[config.mk]
export PLATFORM = sky130hd
export DESIGN_NAME = sdram_mc_arbiter
export DESIGN_NICKNAME = d
export VERILOG_FILES = /design/src/rtl/sdram_mc_pkg.sv /design/src/rtl/sdram_mc_arbiter_rr_arbiter.sv /design/src/rtl/sdram_mc_arbiter.sv
export SDC_FILE = /design/constraint.sdc
export NUM_CORES = 1
export LEC_CHECK = 0
export ABC_AREA = 1
export CORE_MARGIN = 5
export CORE_UTILIZATION = 50
export DETAILED_ROUTE_END_ITERATION = 8
export DONT_BUFFER_PORTS = 1
export GPL_TIMING_DRIVEN = 0
export HOLD_SLACK_MARGIN = 0.15
export PLACE_DENSITY = 0.66
export REMOVE_ABC_BUFFERS = 1
export SYNTH_ARGS = -nofsm -noshare
export SYNTH_HDL_FRONTEND = slang
export SYNTH_SLANG_ARGS = --single-unit
[constraint.sdc]
create_clock -name sdram_clk -period 1.75 [get_ports sdram_clk]
set_input_delay 0.175 -clock sdram_clk [delete_from_list [all_inputs] [get_ports sdram_clk]]
set_output_delay 0.175 -clock sdram_clk [all_outputs]
set_load 0.1 [all_outputs]
[src/rtl/sdram_mc_pkg.sv]
// Shared types and helpers for the sdram_ctrl multi-channel arbiter.
// Optional build macro SDRAM_MC_PRIO_EN (see rr_arbiter) gives channel 0 fixed priority.
package sdram_mc_pkg;

    typedef enum logic [1:0] {
        IDLE     = 2'd0,
        ISSUE    = 2'd1,
        WAIT_ACK = 2'd2,
        RSP      = 2'd3
    } state_t;

    // Channel-index width, never narrower than one bit.
    function automatic int ch_width(input int n);
        return (n > 1) ? $clog2(n) : 1;
    endfunction

    localparam int NUM_CH_DEF = 2;
    localparam int CH_W       = ch_width(NUM_CH_DEF);

endpackage

[src/rtl/sdram_mc_arbiter_rr_arbiter.sv]
// Combinational round-robin picker: request vector + pointer -> one-hot grant, index and next pointer.
// With SDRAM_MC_PRIO_EN defined, channel 0 wins whenever it requests and leaves the pointer untouched.
module rr_arbiter
    import sdram_mc_pkg::*;
#(
    parameter int NUM_CH = 2,
    parameter int IDX_W  = ch_width(NUM_CH)
) (
    input  logic [NUM_CH-1:0] req,
    input  logic [IDX_W-1:0]  ptr,
    output logic [NUM_CH-1:0] grant,
    output logic [IDX_W-1:0]  grant_idx,
    output logic              grant_any,
    output logic [IDX_W-1:0]  next_ptr
);

`ifdef SDRAM_MC_PRIO_EN
    localparam bit PRIO = 1'b1;
`else
    localparam bit PRIO = 1'b0;
`endif

    always_comb begin
        // NOTE: every output gets a default before any branch, so no path can infer a latch.
        grant     = '0;
        grant_idx = '0;
        grant_any = 1'b0;
        next_ptr  = ptr;
        if (PRIO && req[0]) begin
            grant[0]  = 1'b1;
            grant_any = 1'b1;
        end else begin
            // Two passes: channels at/above the pointer first, then the wrapped ones below it.
            for (int i = 0; i < NUM_CH; i++) begin
                if (!grant_any && req[i] && i >= int'(ptr)) begin
                    grant[i]  = 1'b1;
                    grant_any = 1'b1;
                    grant_idx = IDX_W'(i);
                    next_ptr  = IDX_W'((i + 1) % NUM_CH);
                end
            end
            for (int i = 0; i < NUM_CH; i++) begin
                if (!grant_any && req[i] && i < int'(ptr)) begin
                    grant[i]  = 1'b1;
                    grant_any = 1'b1;
                    grant_idx = IDX_W'(i);
                    next_ptr  = IDX_W'((i + 1) % NUM_CH);
                end
            end
        end
    end

endmodule

[src/rtl/sdram_mc_arbiter.sv]
// Multi-channel front end for the sdram_ctrl idle/acc/ack/we interface: round-robin command
// arbitration, single-word writes, 1..BURST_MAX word reads on a shared response port (SDRAM_MC_PRIO_EN optional).
module sdram_mc_arbiter
    import sdram_mc_pkg::*;
#(
    parameter int NUM_CH     = 2,
    parameter int ADDR_WIDTH = 24,
    parameter int DATA_WIDTH = 16,
    parameter int BURST_MAX  = 8,
    parameter int LEN_WIDTH  = 4
) (
    input  logic                                  sdram_clk,
    input  logic                                  sdram_rst,
    input  logic [NUM_CH-1:0]                     cmd_valid_i,
    output logic [NUM_CH-1:0]                     cmd_ready_o,
    input  logic [NUM_CH-1:0]                     cmd_we_i,
    input  logic [NUM_CH-1:0][ADDR_WIDTH-1:0]     cmd_addr_i,
    input  logic [NUM_CH-1:0][DATA_WIDTH-1:0]     cmd_data_i,
    input  logic [NUM_CH-1:0][LEN_WIDTH-1:0]      cmd_len_i,
    output logic                                  rsp_valid_o,
    input  logic                                  rsp_ready_i,
    output logic [DATA_WIDTH-1:0]                 rsp_data_o,
    output logic [ch_width(NUM_CH)-1:0]           rsp_ch_o,
    output logic                                  rsp_last_o,
    input  logic                                  sc_idle_i,
    output logic                                  sc_acc_o,
    output logic                                  sc_we_o,
    output logic [ADDR_WIDTH-1:0]                 sc_adr_o,
    output logic [DATA_WIDTH-1:0]                 sc_dat_o,
    input  logic [DATA_WIDTH-1:0]                 sc_dat_i,
    input  logic                                  sc_ack_i
);

    localparam int IDX_W = ch_width(NUM_CH);

    typedef struct packed {
        state_t                  state;
        logic [IDX_W-1:0]        rr_ptr;
        logic                    we;
        logic [ADDR_WIDTH-1:0]   addr;
        logic [DATA_WIDTH-1:0]   data;
        logic [IDX_W-1:0]        ch;
        logic [LEN_WIDTH-1:0]    remaining;
        logic                    sc_acc;
        logic                    sc_we;
        logic [ADDR_WIDTH-1:0]   sc_adr;
        logic [DATA_WIDTH-1:0]   sc_dat;
        logic                    rsp_valid;
        logic [DATA_WIDTH-1:0]   rsp_data;
        logic [IDX_W-1:0]        rsp_ch;
        logic                    rsp_last;
    } regs_t;

    regs_t r, r_d;

    logic [NUM_CH-1:0] grant;
    logic [IDX_W-1:0]  grant_idx;
    logic              grant_any;
    logic [IDX_W-1:0]  next_ptr;

    rr_arbiter #(
        .NUM_CH (NUM_CH),
        .IDX_W  (IDX_W)
    ) u_arb (
        .req       (cmd_valid_i),
        .ptr       (r.rr_ptr),
        .grant     (grant),
        .grant_idx (grant_idx),
        .grant_any (grant_any),
        .next_ptr  (next_ptr)
    );

    // Out-of-range lengths (0 or above BURST_MAX) degrade to a single-word read.
    function automatic logic [LEN_WIDTH-1:0] burst_words(input logic [LEN_WIDTH-1:0] len);
        if (len == '0 || int'(len) > BURST_MAX)
            return LEN_WIDTH'(1);
        return len;
    endfunction

    always_comb begin
        r_d         = r;
        cmd_ready_o = '0;
        unique case (r.state)
            IDLE: begin
                if (grant_any && !sdram_rst) begin
                    cmd_ready_o   = grant;
                    r_d.we        = cmd_we_i[grant_idx];
                    r_d.addr      = cmd_addr_i[grant_idx];
                    r_d.data      = cmd_data_i[grant_idx];
                    r_d.ch        = grant_idx;
                    r_d.remaining = burst_words(cmd_len_i[grant_idx]);
                    r_d.rr_ptr    = next_ptr;
                    r_d.state     = ISSUE;
                end
            end
            ISSUE: begin
                if (sc_idle_i) begin
                    r_d.sc_acc = 1'b1;
                    r_d.sc_we  = r.we;
                    r_d.sc_adr = r.addr;
                    r_d.sc_dat = r.data;
                    r_d.state  = WAIT_ACK;
                end
            end
            WAIT_ACK: begin
                if (sc_ack_i) begin
                    r_d.sc_acc = 1'b0;
                    r_d.sc_we  = 1'b0;
                    if (r.we) begin
                        r_d.state = IDLE;
                    end else begin
                        r_d.rsp_valid = 1'b1;
                        r_d.rsp_data  = sc_dat_i;
                        r_d.rsp_ch    = r.ch;
                        r_d.rsp_last  = (r.remaining == LEN_WIDTH'(1));
                        r_d.state     = RSP;
                    end
                end
            end
            RSP: begin
                // The burst stays atomic: arbitration only resumes once the last word is taken.
                if (rsp_ready_i) begin
                    r_d.rsp_valid = 1'b0;
                    r_d.remaining = r.remaining - LEN_WIDTH'(1);
                    r_d.addr      = r.addr + ADDR_WIDTH'(1);
                    r_d.state     = (r.remaining == LEN_WIDTH'(1)) ? IDLE : ISSUE;
                end
            end
            default: r_d.state = IDLE;
        endcase
    end

    always_ff @(posedge sdram_clk) begin
        // NOTE: sequential state uses non-blocking assignments so every register samples pre-edge values.
        if (sdram_rst)
            r <= '0;
        else
            r <= r_d;
    end

    assign sc_acc_o    = r.sc_acc;
    assign sc_we_o     = r.sc_we;
    assign sc_adr_o    = r.sc_adr;
    assign sc_dat_o    = r.sc_dat;
    assign rsp_valid_o = r.rsp_valid;
    assign rsp_data_o  = r.rsp_data;
    assign rsp_ch_o    = r.rsp_ch;
    assign rsp_last_o  = r.rsp_last;

endmodule

==> summary.txt, run 1 <==
Die
  • Die height: about 120 µm
  • Die ar.: approximately 0.014 mm²
  • Initial Utilization: 0.515
  • Row cnt: 39
  • I/O pins: between 150 and 200
  • Die X: about 120 µm
  • Core area: approximately 0.012 mm²

Synth
  • Synth Warn #: 0
  • Syn Inst Count: 861
  • Post-synth cell types: 42
  • Sequential fraction of the synthesis area: 0.370
  • Mapped Area: between 0.005 and 0.006 mm²
  • Syn Area/Cell: between 6 and 7 µm²
  • Synth Register Bits: 110

Place
  • # placed instances: 906
  • HPWL Detailed: between 9000 and 10000 µm
  • Routability cong.: 0.892
  • Placed Area: 0.00548 mm²
  • Port Buf Inserts: 0

Drt
  • DRT iter0 DRCs: around 420
  • Via Count: roughly 5.7k
  • Drt drc: 0
  • Average routed wire per standard cell: 16.8 µm
  • Pre-Repair DR Iteration Count: 5
  • WL final: 17400 µm
  • Final ANT Viol Nets: 0
  • Vias/cell: 5.51

Global route
  • Gr usage total: 0.224
  • Grt ovf: 0
  • First-pass GRT wire length: 26200 µm
  • Pin count of the biggest net entering global routing: 91
  • Vias in the first global route: ~5.2k
  • Initial antenna violation count: 1

Clock network
  • CTS Sinks: 110
  • Clock latency on the worst-skew pair: roughly 360 ps
  • Cts bufs inserted: 9
  • Root Buffer Master: clkbuf_16
  • H-tree level count: 3
  • Worst-path clk slew: about 80 ps
  • TritonCTS clock tree: done
  • CTS Buffer Depth: 2

Worst hold path
  • Hold path startpoint: cmd_data_i[5]
  • Worst Hold Depth: 4
  • Hold Crit Class: in -> reg

Cells and area
  • Final net count: 1002
  • Commonest non-fill, non-tap cells in the layout: 128 x nand2_1, 126 x nor2_1, 112 x o21ai_0
  • Fin cells: about 1.0k
  • Final design instance area without fill: between 0.007 and 0.008 mm²
  • # fillers: a little under 1k
  • Synth-to-layout area growth: 17.8%
  • Layout cells sized above 1: 0.0943
  • Commonest non-fill, non-tap cell in the layout: nand2_1

Timing
  • Final setup viols: 0
  • Relative slew slack: 0.306
  • Period Utilization, post-route: 0.993
  • Fin crit period: roughly 1700 ps
  • WHS: between 100 and 150 ps
  • Fin. max-slew vios: 0
  • TNS Setup: 0 ps
  • Slew @ Worst Pin: slightly above 1000 ps
  • Clk_skew: approximately 12 ps
  • Hold Vio Cnt, Final: 0
  • Highest clock rate: 0.576 GHz

Worst setup path
  • CP required: between 1500 and 2000 ps
  • CP Launch Point: sdram_rst
  • R2R depth: 7
  • Critical R2R Launch: r[107]$_SDFFE_PP0P_
  • Worst EP arrival: 1560 ps
  • Crit Path Max Fanout: 90
  • Crit. End Element: output port
  • Worst setup SP type: input port
  • Critical path type: in -> out

Flow run
  • # Max-Cap Violations: 0

Power and ir drop
  • Pwr per Cell Area: about 1400 mW/mm²
  • Leakage Power: 2.71 nW
  • Total Power: 0.00957 W
  • VDD IR max: 912 µV

Run status
  • Run status: complete, no violations
[worst max-delay path: stages]
cell and delay (ps):
inv_6 350, o21ai_4 160, inv_2 170, nand2_8 110
nor2_4 500
[synth_stat cells, drive strengths merged]
cell type	count	area share
a211oi	1	0.0013
a21oi	96	0.083
a311oi	1	0.0015
a31o	1	0.0015
a31oi	7	0.0073
a41oi	1	0.0015
buf	84	0.11
clkbuf	17	0.011
dfxtp	110	0.37
ha	3	0.0063
inv	77	0.050
nand2	139	0.092
nand3	30	0.026
nand3b	6	0.0076
nand4	5	0.0052
nor2	139	0.094
nor3	1	0.0017
o21ai	122	0.10
o21bai	4	0.0050
o22a	1	0.0015
o22ai	4	0.0042
o31ai	1	0.0021
o32ai	1	0.0015
or2	3	0.0032
xnor2	4	0.0059
xor2	3	0.0044
[worst paths after layout]
check                             to  slack (ps)
setup reg to reg  r[62]$_SDFFE_PP0P_          80
hold / removal    r[71]$_SDFFE_PP0P_         150
hold reg to reg   r[68]$_SDFFE_PP0P_         460
setup / recovery      cmd_ready_o[0]          10
[through the flow]
step,util,setup WS (ps)
5_1_grt,0.607,-23.3
6_report,0.607,13.1
3_5_place_dp,0.474,-1470
2_1_floorplan,-,-1180
3_3_place_gp,0.469,-1840
4_1_cts,0.593,-64.7
[kinds of logic (layout without fill, tap and decap cells)]
kind of cell | Yosys count | after routing | synth area share
AO/OA/AOI/OAI | 240 | 240 | 0.215
XOR/XNOR | 7 | 7 | 0.0103
adder cells (fa/ha/maj) | 3 | 3 | 0.00630
buffers and inverters | 178 | 202 | 0.169
flip-flops | 110 | 110 | 0.370
other | 0 | 1 | 0
AND/OR/NAND/NOR | 323 | 329 | 0.230
[area by class of cell]
cell class | count | area, µm² | area share
clock inverters | 7 | 86.3 | 0.0123
inverters | 77 | 309 | 0.0440
well taps | 143 | 179 | 0.0255
repair buffers | 109 | 1080 | 0.154
multi-input cells | 579 | 2930 | 0.417
diodes | 1 | 2.50 | 0.000357
clock buffers | 9 | 225 | 0.0321
flip-flops and latches | 110 | 2210 | 0.315
[sequential cells by signal, indices dropped and copies added (netlist names)]
register	count
r	49
sc_adr_o	24
rsp_data_o	16
sc_dat_o	16
rsp_ch_o	1
rsp_last_o	1
rsp_valid_o	1
sc_acc_o	1
sc_we_o	1
[layer usage]
layer  GRT usage  up-vias  part of all wire
met5           0        -                 0
met4       0.102        0             0.040
met3      0.0578       53             0.075
met2       0.354      257              0.45
met1       0.287     2587              0.44
li1            -     2807                 -
[report_power, final]
group / switching [W] / leakage [nW] / total, W / internal [W]
sequential: 0.00222 / 0.900 / 0.00522 / 0.00300
combinational: 0.00139 / 1.66 / 0.00225 / 0.000857
clock: 0.00107 / 0.151 / 0.00210 / 0.00103
[repair_timing]
action	in CTS	in global routing
gates cloned	3	3
setup endpoints to repair	94	50
hold buffers	93	0
endpoints found under the hold margin	63	0
resized for setup	22	9
setup buffers	1	12
pin swaps	5	11
Power figures use the tool's default switching activity.
==> run 2, diff against run 1 <==
SLEW_MARGIN = 15   (was not set)
SYNTH_HIERARCHICAL = 1   (was not set)
==> run 2 against run 1 <==
  * The flow now finishes with violations (negative setup slack)
  * Critical endpoint is now cmd_ready_o[1]
  * Largest cell class unchanged
  * Critical path type is now reg -> out
  * Critical path depth rose by 2
  * Fmax decreased by 6.1%
  * Clock skew decreased by 5.4 ps
  * Synthesized area decreased by 2.5%
  * Sequential cell count did not move
  * Highest routed layer unchanged
  * Wire length increased by 9.9%
==> summary.txt, run 2 <==
Synth
  • Post-synth EDFFs: 0 (unchanged)
  • Synth area leader: dfxtp_1 (unchanged)
  • Top-area cell type share of the netlist area: 0.379 (was 0.370)
  • Most instantiated library cell after synthesis: nand2_1
  • Asr flop ratio synth: 0 (unchanged)
  • Top post-synthesis cells by count: 217 x nand2_1, 110 x dfxtp_1, 93 x a21oi_1, 91 x nor2_1, 69 x o21ai_0 (was 130 x nand2_1, 130 x nor2_1, 112 x o21ai_0, 110 x dfxtp_1, 92 x a21oi_1)
  • Main flop type after synthesis: dfxtp_1 (unchanged)
  • Synth Warn #: 6 (was 0)
  • Synth Register Bits: 110 (unchanged)
  • Post-synth cell types: 35 (was 42)
  • Syn Area/Cell: 6.75 µm² (was 6.92 µm²)
  • Area contributors post-synth: dfxtp_1 38%, nand2_1 14%, a21oi_1 8.0% (was dfxtp_1 37%, o21ai_0 9.4%, nand2_1 8.2%)
  • Sequential fraction of the synthesis area: 0.379 (was 0.370)
  • Syn Inst Count: 860 (was 861)
  • Mapped Area: 0.00581 mm² (was 0.00596 mm²)

Timing
  • Highest clock rate: 0.540 GHz (was 0.576 GHz)
  • Final setup margin: -100 ps (was 13.1 ps)
  • Relative slew slack: 0.321 (was 0.306)
  • Clk_skew: 7.05 ps (was 12.5 ps)
  • Period Utilization, post-route: 1.06 (was 0.993)
  • Hold Vio Cnt, Final: 0 (unchanged)
  • Fin crit period: 1850 ps (was 1740 ps)
  • Slew @ Worst Pin: 1020 ps (was 1040 ps)
  • Final setup viols: 2 (was 0)
  • Fin. max-slew vios: 0 (unchanged)
  • RSZ-0062 raised after global routing: true
  • WHS: 117 ps (was 146 ps)

Drt
  • Pre-Repair DR Iteration Count: 5 (unchanged)
  • DRT iter0 DRCs: 466 (was 418)
  • Via Count: 5796 (was 5704)
  • Average routed wire per standard cell: 18.5 µm (was 16.8 µm)
  • Vias/cell: 5.61 (was 5.51)
  • Final ANT Viol Nets: 0 (unchanged)
  • WL final: 19100 µm (was 17400 µm)
  • Drt drc: 0 (unchanged)

Die
  • Row cnt: 39 (unchanged)
  • Die X: 118 µm (was 119 µm)
  • I/O pins: 176 (unchanged)
  • Core area: 0.0114 mm² (was 0.0116 mm²)
  • Initial Utilization: 0.509 (was 0.515)
  • Die ar.: 0.0139 mm² (was 0.0142 mm²)
  • Die height: 118 µm (was 119 µm)

Worst setup path
  • Worst EP arrival: 1680 ps (was 1560 ps)
  • Critical path type: reg -> out (was in -> out)
  • Crit Path Max Fanout: 6 (was 90)
  • Crit. End Element: output port (unchanged)
  • R2R setup slack: 10 ps (was 80 ps)
  • CP required: 1570 ps (about the same)
  • Worst setup SP type: register (was input port)

Place
  • Placed Area: 0.00543 mm² (was 0.00548 mm²)
  • HPWL Detailed: 10500 µm (was 9740 µm)
  • # placed instances: 900 (was 906)
  • Port Buf Inserts: 0 (unchanged)
  • Post-Place Worst Slack: -976 ps (was -1470 ps)
  • Routability cong.: 0.860 (was 0.892)

Cells and area
  • Final net count: 1001 (was 1002)
  • Fin cells: 1033 (was 1035)
  • Synth-to-layout area growth: 22.0% (was 17.8%)
  • # diodes: 0 (was 1)
  • Commonest non-fill, non-tap cell in the layout: nand2_1 (unchanged)
  • Largest Register: r (unchanged)
  • Max reg flops: 49 (unchanged)
  • Commonest non-fill, non-tap cells in the layout: 211 x nand2_1, 107 x dfxtp_1, 91 x a21oi_1 (was 128 x nand2_1, 126 x nor2_1, 112 x o21ai_0)
  • Final design instance area without fill: 0.00709 mm² (was 0.00702 mm²)
  • Layout cells sized above 1: 0.118 (was 0.0943)

Global route
  • Gr usage total: 0.248 (was 0.224)
  • First-pass GRT wire length: 28500 µm (was 26200 µm)
  • Grt ovf: 0 (unchanged)
  • Pin count of the biggest net entering global routing: 50 (was 91)
  • Initial antenna violation count: 0 (was 1)
  • Vias in the first global route: 5417 (was 5233)

Clock network
  • TritonCTS clock tree: done (unchanged)
  • CTS Sinks: 110 (unchanged)
  • CTS Buffer Depth: 2 (unchanged)
  • H-tree level count: 3 (unchanged)
  • Clock latency on the worst-skew pair: 350 ps (was 360 ps)
  • Root Buffer Master: clkbuf_16 (unchanged)
  • Worst-path clk slew: 70 ps (was 80 ps)
  • Cts bufs inserted: 9 (unchanged)

Worst hold path
  • Hold Crit Class: in -> reg (unchanged)

Run status
  • Run status: finished with violations (was complete, no violations)
  • Failing checks: negative setup slack

Power and ir drop
  • Clock power share: 0.329 (was 0.219)
  • Internal power: 0.00421 W (was 0.00489 W)
  • VDD IR max: 455 µV (was 912 µV)
  • Logic pwr share: 0.189 (was 0.235)
  • Leakage Power: 2.62 nW (was 2.71 nW)
  • Pwr per Cell Area: 870 mW/mm² (was 1360 mW/mm²)
  • Sw frac: 0.316 (was 0.489)
  • Flop pwr share: 0.482 (was 0.546)
  • Switching pwr: 0.00195 W (was 0.00468 W)
  • Total Power: 0.00616 W (was 0.00957 W)

Flow run
  • # Max-Cap Violations: 0 (unchanged)
## run 2: changes by cell type in the layout (fill, tap and decap cells not counted), moves of 30 or more
cell	before	now
inv_1	69	33
nand3_1	29	59
nand2_1	128	211
nor2_1	126	85
o21ai_0	112	65
## run 2: logic make-up after synthesis
kind of cell | after synthesis | synth area share
AOI/OAI and AO/OA | 202 | 0.187
adders and majority gates | 3 | 0.00646
and+or+nand+nor | 387 | 0.274
DFF | 110 | 0.379
xor gates and xnor gates | 9 | 0.0136
buffers and inverters | 149 | 0.141
## run 2: worst paths after layout
kind,from,end,cells past startpoint
worst max register to register,r[107]$_SDFFE_PP0P_,r[97]$_SDFFE_PP0P_,7
worst min register to register,r[71]$_SDFFE_PP0P_,sc_dat_o[5]$_SDFFE_PP0P_,2
worst min-delay path,cmd_addr_i[5],r[87]$_SDFFE_PP0P_,2
worst max-delay path,r[107]$_SDFFE_PP0P_,cmd_ready_o[1],7
## run 2: cell type report
class                      count  area (µm²)
tap                          143         179
timing repair buffer         110        1160
inverter                      43         211
sequential                   110        2210
clock inverter                 4        28.8
timing repair inverter         7        53.8
multi-input combinational    604        2980
fill                         985        4330
clock buffer                  12         267
## run 2: power by group through the flow
stage / combinational (W) / clock [W] / sequential [W]
after global placement: 0.000661 / 0 / 0.00301
final: 0.00117 / 0.00203 / 0.00297
after detailed placement: 0.000714 / 0 / 0.00301
after floorplan: 0.000525 / 0 / 0.00297
after CTS: 0.00103 / 0.00206 / 0.00296
after global routing: 0.00127 / 0.00217 / 0.00299
## run 2: stage by stage
stage | utilization | TNS [ps]
6_report | 0.621 | -195
5_1_grt | 0.621 | -616
4_1_cts | 0.598 | -216
3_5_place_dp | 0.476 | -44520
3_3_place_gp | 0.467 | -289600
2_1_floorplan | - | -141020
## run 2: metal layers
metal | share of wire | global-route usage | wire length, µm
met1 | 0.40 | 0.311 | 7690
met3 | 0.10 | 0.0687 | 1940
met4 | 0.017 | 0.0724 | 316
met5 | 0 | 0 | 0
met2 | 0.48 | 0.416 | 9170
## run 2: worst max-delay path, cell delays in order, from the launching register on
cell and delay (ps):
dfxtp_4 370, nand2_4 60, nand2_2 50, nand2_1 60, inv_2 50, nor2_4 150, nand2_8 90, nor2_4 490
## run 2: repair_timing
action,CTS,global route
buffers inserted,10,17
gates resized for setup,29,30
pin swaps,6,9
cloned,6,7
endpoints found under the setup margin,111,89
hold buffers,79,0
hold endpoints to repair,95,0
==> run 3, diff against run 2 <==
clock period = 1.9 ns   (was 1.75 ns; I/O delays follow)
==> run 3 against run 2 <==
  * The run now ends clean
  * Setup slack gained 120 ps
  * Register-to-register slack gained 120 ps
  * Core utilization shrank 3.2 points
  * Cell area shrank 5.2%
  * Combinational power shrank 19%
  * Clock skew is essentially flat
  * Critical endpoint unchanged
  * Largest cell class unchanged
==> summary.txt, run 3 (synthesized netlist as in run 2, its figures left out) <==
Cells and area
  • Max reg flops: 49 (unchanged)
  • Final design instance area without fill: 0.00672 mm² (was 0.00709 mm²)
  • Layout cells sized above 1: 0.0860 (was 0.118)
  • Synth-to-layout area growth: 15.7% (was 22.0%)
  • Commonest non-fill, non-tap cell in the layout: nand2_1 (unchanged)
  • Commonest non-fill, non-tap cells in the layout: 213 x nand2_1, 108 x dfxtp_1, 92 x a21oi_1 (was 211 x nand2_1, 107 x dfxtp_1, 91 x a21oi_1)
  • # diodes: 0 (unchanged)
  • Final net count: 971 (was 1001)
  • Largest Register: r (unchanged)

Flow run
  • # Max-Cap Violations: 0 (unchanged)

Clock network
  • CTS Buffer Depth: 2 (unchanged)
  • Clock latency on the worst-skew pair: 350 ps (about the same)
  • Cts bufs inserted: 9 (unchanged)
  • CTS Sinks: 110 (unchanged)
  • H-tree level count: 3 (unchanged)
  • Worst-path clk slew: 70 ps (about the same)
  • Root Buffer Master: clkbuf_16 (unchanged)
  • TritonCTS clock tree: done (unchanged)

Die
  • Initial Utilization: 0.509 (unchanged)
  • Row cnt: 39 (unchanged)
  • Core area: 0.0114 mm² (unchanged)
  • Die ar.: 0.0139 mm² (unchanged)
  • I/O pins: 176 (unchanged)
  • Die X: 118 µm (unchanged)
  • Die height: 118 µm (unchanged)

Worst setup path
  • Crit Reg-Reg Endpoint: r[94]$_SDFFE_PP0P_ (was r[97]$_SDFFE_PP0P_)
  • Crit Path Max Fanout: 5 (was 6)
  • R2R setup slack: 130 ps (was 10 ps)
  • Critical path type: reg -> out (unchanged)
  • Crit. End Element: output port (unchanged)
  • Worst EP arrival: 1690 ps (was 1680 ps)
  • Critical R2R Launch: r[107]$_SDFFE_PP0P_ (unchanged)
  • Worst setup SP type: register (unchanged)
  • CP required: 1710 ps (was 1570 ps)
  • R2R depth: 11 (was 7)

Drt
  • Via Count: 5652 (was 5796)
  • Pre-Repair DR Iteration Count: 5 (unchanged)
  • Met3 wire len: 1590 µm (was 1940 µm)
  • Met2 wire len: 8540 µm (was 9170 µm)
  • WL final: 18000 µm (was 19100 µm)
  • Average routed wire per standard cell: 17.9 µm (was 18.5 µm)
  • Drt drc: 0 (unchanged)
  • Vias/cell: 5.64 (was 5.61)
  • Met1 wire length: 7440 µm (was 7690 µm)
  • DRT iter0 DRCs: 417 (was 466)
  • Final ANT Viol Nets: 0 (unchanged)
  • DR top layer: met5 (was met4)

Power and ir drop
  • Total Power: 0.00553 W (was 0.00616 W)
  • VDD IR max: 461 µV (was 455 µV)
  • Sw frac: 0.313 (was 0.316)
  • Flop pwr share: 0.493 (was 0.482)
  • Switching pwr: 0.00173 W (was 0.00195 W)
  • Leakage Power: 2.45 nW (was 2.62 nW)
  • Internal power: 0.00380 W (was 0.00421 W)
  • Pwr per Cell Area: 823 mW/mm² (was 870 mW/mm²)
  • Logic pwr share: 0.170 (was 0.189)
  • Clock power share: 0.336 (was 0.329)

Timing
  • Hold Vio Cnt, Final: 0 (unchanged)
  • Period Utilization, post-route: 0.990
  • Highest clock rate: around 0.53 GHz
  • Final setup viols: 0 (was 2)
  • Slew @ Worst Pin: 1020 ps (about the same)
  • Fin. max-slew vios: 0 (unchanged)
  • WHS: 157 ps (was 117 ps)
  • RSZ-0062 raised after global routing: true (unchanged)
  • Relative slew slack: 0.319 (was 0.321)
  • Clk_skew: 6.67 ps (was 7.05 ps)
  • TNS Setup: 0 ps (was -195 ps)
  • Fin crit period: between 1500 and 2000 ps

Global route
  • Pin count of the biggest net entering global routing: 50 (unchanged)
  • Grt ovf: 0 (unchanged)
  • First-pass GRT wire length: 27900 µm (was 28500 µm)
  • Vias in the first global route: 5313 (was 5417)
  • Initial antenna violation count: 1 (was 0)
  • Gr usage total: 0.242 (was 0.248)

Worst hold path
  • Hold Crit Class: in -> reg (unchanged)
  • Worst Hold Depth: 4 (was 2)
  • Hold worst-path end: r[95]$_SDFFE_PP0P_ (was r[87]$_SDFFE_PP0P_)
  • Hold path startpoint: cmd_addr_i[37] (was cmd_addr_i[5])

Place
  • Routability cong.: 0.860 (unchanged)
  • Placed Area: 0.00543 mm² (unchanged)
  • Port Buf Inserts: 0 (unchanged)
  • HPWL Detailed: 10500 µm (unchanged)

Run status
  • Run status: complete, no violations (was finished with violations)
==> run 3: worst max-delay path, cell delays in order (launching register included) <==
cell and delay, ps:
dfxtp_4 360, nand2_2 70, nand2_2 60, nand2_1 70, inv_2 50, nor2_4 150
nand2_8 90, nor2_4 490
==> run 3: area by class of cell <==
class,instances,area [µm²]
repair inverters,3,17.5
inverters,43,209
clock buffers,12,267
flip-flops and latches,110,2210
clock inverters,4,28.8
multi-input cells,604,2930
repair buffers,84,882
well taps,143,179
fillers,1032,4700
==> run 3: metal layers <==
metal | global-route usage | up-vias
met5 | 0 | -
met4 | 0.0738 | 2
met3 | 0.0764 | 28
met2 | 0.400 | 221
met1 | 0.300 | 2638
li1 | - | 2763
==> run 3: worst max-delay path by stage <==
stage | slack (ps) | from | end
global placement | -4670 | r[107]$_SDFFE_PP0P_ | r[87]$_SDFFE_PP0P_
CTS | 6 | r[107]$_SDFFE_PP0P_ | cmd_ready_o[1]
floorplan | -2530 | r[107]$_SDFFE_PP0P_ | r[87]$_SDFFE_PP0P_
finish | 20 | r[107]$_SDFFE_PP0P_ | cmd_ready_o[1]
global route | -20 | r[107]$_SDFFE_PP0P_ | cmd_ready_o[1]
detailed placement | -830 | r[107]$_SDFFE_PP0P_ | r[87]$_SDFFE_PP0P_
==> run 3: power groups by stage <==
stage | sequential (W) | clock (W) | combinational [W]
after CTS | 0.00272 | 0.00189 | 0.000893
after global routing | 0.00275 | 0.00200 | 0.00103
after global placement | 0.00277 | 0 | 0.000609
final | 0.00273 | 0.00186 | 0.000943
after detailed placement | 0.00277 | 0 | 0.000658
after floorplan | 0.00274 | 0 | 0.000484
==> run 3: metrics by stage <==
step | instances | worst slack, ps | util
global route | 1003 | -23.0 | 0.589
detailed placement | 900 | -826 | 0.476
finish | 1003 | 18.6 | 0.589
CTS | 996 | 5.81 | 0.581
global placement | 897 | -4670 | 0.467
floorplan | 754 | -2530 | -
==> run 3: timing repair <==
item / in CTS / in global routing
resized for setup: 20 / 12
pin swaps: 4 / 3
endpoints found under the setup margin: 93 / 91
hold buffers: 69 / 0
gates cloned: 4 / 3
endpoints found under the hold margin: 89 / 0
buffers inserted: 7 / 4
